===== src/rtl/fetch_unit.sv =====
// Instruction-fetch stage: single-outstanding imem read, 2-entry {instr, pc} queue to decode.
// Optional FETCH_PERF_CNT_EN adds perf_fetched / perf_stall counters.
//
// state   | meaning
// --------+------------------------------------------
// S_IDLE  | no read outstanding
// S_REQ   | read outstanding, ack will be pushed
// S_DRAIN | read outstanding, ack will be discarded
module fetch_unit #(
    parameter logic [31:0] RESET_PC = 32'h00400020
) (
    input  logic        clk,
    input  logic        rst_n,
    input  logic [31:0] pc_in,
    output logic        pc_advance,
    input  logic        flush,
    output logic        imem_req,
    output logic [31:0] imem_addr,
    input  logic        imem_ack,
    input  logic [31:0] imem_rdata,
    output logic        id_valid,
    output logic [31:0] id_instr,
    output logic [31:0] id_pc,
    input  logic        id_ready
`ifdef FETCH_PERF_CNT_EN
    ,
    output logic [31:0] perf_fetched,
    output logic [31:0] perf_stall
`endif
);

    typedef enum logic [1:0] {
        S_IDLE  = 2'd0,
        S_REQ   = 2'd1,
        S_DRAIN = 2'd2
    } state_t;

    state_t      state_q;
    logic        imem_req_q;
    logic [31:0] imem_addr_q;

    logic        v0_q, v1_q;
    logic [31:0] instr0_q, pc0_q;
    logic [31:0] instr1_q, pc1_q;

    logic [1:0]  count;
    logic [2:0]  count_nxt;
    logic        push, pop, room, issue;

    assign count     = {1'b0, v0_q} + {1'b0, v1_q};
    assign pop       = v0_q & id_ready;
    assign push      = (state_q == S_REQ) & imem_ack & ~flush;
    // pop implies count >= 1, so this never underflows
    assign count_nxt = {1'b0, count} - {2'b00, pop} + {2'b00, push};
    assign room      = (count_nxt <= 3'd1);
    assign issue     = ((state_q == S_IDLE) | ((state_q == S_REQ) & imem_ack)) & room & ~flush;

    assign pc_advance = issue;
    assign imem_req   = imem_req_q;
    assign imem_addr  = imem_addr_q;
    assign id_valid   = v0_q;
    assign id_instr   = instr0_q;
    assign id_pc      = pc0_q;

    always_ff @(posedge clk or negedge rst_n) begin
        if (!rst_n) begin
            state_q     <= S_IDLE;
            imem_req_q  <= 1'b0;
            imem_addr_q <= RESET_PC;
        end else begin
            case (state_q)
                S_IDLE: begin
                    if (issue) begin
                        imem_addr_q <= pc_in;
                        imem_req_q  <= 1'b1;
                        state_q     <= S_REQ;
                    end
                end
                S_REQ: begin
                    if (issue) begin
                        imem_addr_q <= pc_in;
                    end else if (imem_ack) begin
                        imem_req_q <= 1'b0;
                        state_q    <= S_IDLE;
                    end else if (flush) begin
                        state_q <= S_DRAIN;
                    end
                end
                S_DRAIN: begin
                    if (imem_ack) begin
                        imem_req_q <= 1'b0;
                        state_q    <= S_IDLE;
                    end
                end
                default: begin
                    imem_req_q <= 1'b0;
                    state_q    <= S_IDLE;
                end
            endcase
        end
    end

    // Entry 0 is the head and drives id_* directly from its registers.
    always_ff @(posedge clk or negedge rst_n) begin
        if (!rst_n) begin
            v0_q     <= 1'b0;
            v1_q     <= 1'b0;
            instr0_q <= 32'h0;
            pc0_q    <= RESET_PC;
            instr1_q <= 32'h0;
            pc1_q    <= RESET_PC;
        end else if (flush) begin
            v0_q <= 1'b0;
            v1_q <= 1'b0;
        end else begin
            case ({push, pop})
                2'b11: begin
                    if (v1_q) begin
                        instr0_q <= instr1_q;
                        pc0_q    <= pc1_q;
                        instr1_q <= imem_rdata;
                        pc1_q    <= imem_addr_q;
                    end else begin
                        instr0_q <= imem_rdata;
                        pc0_q    <= imem_addr_q;
                    end
                end
                2'b10: begin
                    if (v0_q) begin
                        instr1_q <= imem_rdata;
                        pc1_q    <= imem_addr_q;
                        v1_q     <= 1'b1;
                    end else begin
                        instr0_q <= imem_rdata;
                        pc0_q    <= imem_addr_q;
                        v0_q     <= 1'b1;
                    end
                end
                2'b01: begin
                    if (v1_q) begin
                        instr0_q <= instr1_q;
                        pc0_q    <= pc1_q;
                    end
                    v0_q <= v1_q;
                    v1_q <= 1'b0;
                end
                default: ;
            endcase
        end
    end

`ifdef FETCH_PERF_CNT_EN
    logic [31:0] perf_fetched_q, perf_stall_q;

    always_ff @(posedge clk or negedge rst_n) begin
        if (!rst_n) begin
            perf_fetched_q <= 32'h0;
            perf_stall_q   <= 32'h0;
        end else begin
            if (push)
                perf_fetched_q <= perf_fetched_q + 32'd1;
            if (id_ready & ~v0_q)
                perf_stall_q <= perf_stall_q + 32'd1;
        end
    end

    assign perf_fetched = perf_fetched_q;
    assign perf_stall   = perf_stall_q;
`endif

endmodule


===== config.mk =====
export PLATFORM = sky130hd
export DESIGN_NAME = fetch_unit
export DESIGN_NICKNAME = d
export VERILOG_FILES = /design/src/rtl/fetch_unit.sv
export SDC_FILE = /design/constraint.sdc
export NUM_CORES = 1
export LEC_CHECK = 0
export ABC_CLOCK_PERIOD_IN_PS = 2750
export CORE_MARGIN = 4
export CORE_UTILIZATION = 52
export CTS_BUF_LIST = sky130_fd_sc_hd__clkbuf_8
export DETAILED_ROUTE_END_ITERATION = 8
export PLACE_DENSITY = 0.83
export SYNTH_ARGS = -nofsm -noshare
export SYNTH_HDL_FRONTEND = slang
export SYNTH_SLANG_ARGS = --single-unit
export TNS_END_PERCENT = 50

===== constraint.sdc =====
create_clock -name clk -period 2.75 [get_ports clk]
set_input_delay 0.55 -clock clk [delete_from_list [all_inputs] [get_ports clk]]
set_output_delay 0.55 -clock clk [all_outputs]
set_load 0.05 [all_outputs]

==> flow_summary.toml <==
[route]
route.detailed.drc = 0
wire_per_inst_um = 17.77
initialDrtViolationCount = 315
via_per_inst = 5.322
vias = 4763
dr.pass1.iters = 6
wirelength_um = 15900
ant_nets = 0

[run_status]
status = "completed"

[placement]
dpl_cell_area_sq_um = 8981
placed_cells_incl_taps = 856
dp_hpwl_um = 10830
numPortBuffers = 167
globalplace.congestion = 0.8217

[floorplan]
rows = 42
io_pins = 168
die_w_um = 124.4
start_util = 0.5317
dieArea_sq_um = 15470
core_area_sq_um = 13240
die_y_um = 124.4

[global_routing]
grt_pass1_wl_um = 26120
grt_usage = 0.2097
grt_max_degree = 67
antenna_found_initial = 0
grt-ovfl-total = 0
grt_pass1_vias = 5121

[job]
maxCapViolCount = 0

[worst_setup_path]
slowest_stage = "dfrtp_1"
path_class = "flop to primary output"
crit_required_ns = 2.20
crit_family = "flip-flops"
arrival_ns = 2.19
critPathCaptureType = "primary output"
crit_buf_inv = 3
worstPathMaxFanout = 8
path_cells = "inv_2, ha_4, nand2_2, o221a_4, or3_4, clkinv_4, buf_12"
start_kind = "flop"
max_stage_delay_ns = 0.45

[yosys]
syn_inst = 530
syn_nets = 603
yosys-top-cells-count = "dfrtp_1, a21oi_1, mux2_2"
ys_ff_latch = 165
seq_area_frac_synth = 0.5875
yosys_warnings = 0
syn_avg_cell_area_sq_um = 13.28
yosysMostFrequentCell = "dfrtp_1"
yosysUniqueCellTypes = 36
ys_async_sr_fraction = 1.000
synth_edf_count = 0
synth_top_area_frac = 0.5651
synth_largest_area_cell = "dfrtp_1"
synth_flop_cell = "dfrtp_1"
ys_top_cells_by_area = "dfrtp_1, mux2_2, mux2i_1"
syn_area_sq_um = 7041

[sta]
skew_ns = 0.007006
hold_violations = 0
clock.fmax_mhz = 365.3
relSlewSlack = 0.6270
setup-tns-final_ns = 0
period_needed_ns = 2.737
tightest_slew_ns = 0.5577
finalSetupViolations = 0
period_share = 0.9954
grt_setup_unrepaired = "yes"
drv_slew = 0

[clock_tree]
htreeDepth = 4
cts-root-buf = "clkbuf_8"
cts_tree = "yes"
cts-buffers-inserted = 17
cts.clk_slew.worst_paths_ns = 0.08
clock_latency_ns = 0.45
cts_buffer_depth = 2
clock-sinks = 165

[final_layout]
area_delta_synth_final_pct = 35.99
diodes = 0
drive_gt1_frac = 0.2392
nFillCells = 885
design_area_sq_um = 9574
layout.nets = 779
fin_cells = 895

[power_and_ir_drop]
ir_drop_mv = 1.031
p_leak_nw = 4.147
p_per_area_nw_per_um2 = 1355

[min_path]
hold_path.class = "flop to flop"
[placed cells by master (no fill, tap or decap), types with 5 or more instances in the layout]
| cell | count |
|---|---|
| clkdlybuf4s50_1 | 164 |
| dfrtp_1 | 158 |
| a21oi_1 | 67 |
| mux2_2 | 67 |
| mux2i_1 | 65 |
| nor2_1 | 64 |
| mux2_4 | 29 |
| clkbuf_8 | 20 |
| buf_4 | 12 |
| buf_12 | 9 |
| inv_1 | 6 |
| dfstp_2 | 6 |
| bufinv_16 | 5 |
[area by class of cell]
| cell class | count | area [sq um] | area share |
|---|---|---|---|
| sequential | 165 | 4138 | 0.4322 |
| clock inverter | 12 | 200.2 | 0.02091 |
| tap | 176 | 220.2 | 0.02300 |
| clock buffer | 20 | 275.3 | 0.02875 |
| inverter | 8 | 35.03 | 0.003659 |
| multi-input combinational | 326 | 2764 | 0.2887 |
| timing repair buffer | 188 | 1942 | 0.2028 |
[repair_timing]
action,in CTS,in global routing
endpoints found under the setup margin,1,1
endpoints found under the hold margin,36,0
gates resized for setup,9,4
hold buffers,1,0
pin swaps,2,3
buffers inserted,3,3
[power breakdown]
part	switching (mW)	internal, mW
logic	4.00	2.62
clock network	0.870	1.15
registers	0.797	3.54
[through the flow]
stage	total power, mW	hold WS [ns]	setup WS (ns)	util
floorplan	8.642	0.2544	0.1368	-
global placement	10.67	0.4750	-0.2931	0.6782
detailed placement	10.90	0.4857	-0.3163	0.6782
CTS	13.01	0.5128	-0.1029	0.7199
global route	13.61	0.5192	-0.05813	0.7230
finish	12.98	0.5099	0.01273	0.7230
[flip-flops by register name, summed over array words and instances, names as in the netlist]
name and flops:
instr1_q 32, id_instr 32, v1_q 1, imem_req 1, state_q 2, id_pc 32
imem_addr 32, pc1_q 32, id_valid 1
[metal layers]
| metal | vias up | track usage | part of all wire |
|---|---|---|---|
| met4 | 0 | 0.07866 | 0.024 |
| met1 | 2389 | 0.2638 | 0.42 |
| li1 | 2209 | - | - |
| met2 | 137 | 0.3445 | 0.50 |
| met3 | 28 | 0.06175 | 0.051 |
| met5 | - | 0 | 0 |
[final timing paths]
check / from / to / slack, ns / cells past startpoint
max: state_q[1] / pc_advance / 0.01 / 7
min: instr1_q[29] / instr1_q[29] / 0.51 / 1
max reg2reg: state_q[1] / imem_addr[6] / 0.35 / 9
min reg2reg: instr1_q[29] / instr1_q[29] / 0.51 / 1
max in group asynchronous: rst_n / id_pc[22] / 1.48 / 3
min in group asynchronous: rst_n / imem_addr[16] / 0.56 / 2
[logic make-up after synthesis]
group	after synthesis	synth area share
fa+ha+maj	5	0.008531
compound gates	78	0.06042
buf+inv	39	0.03128
flops	165	0.5875
simple gates	82	0.05083
mux	161	0.2614
No activity file was read; power rests on OpenSTA's default activity.
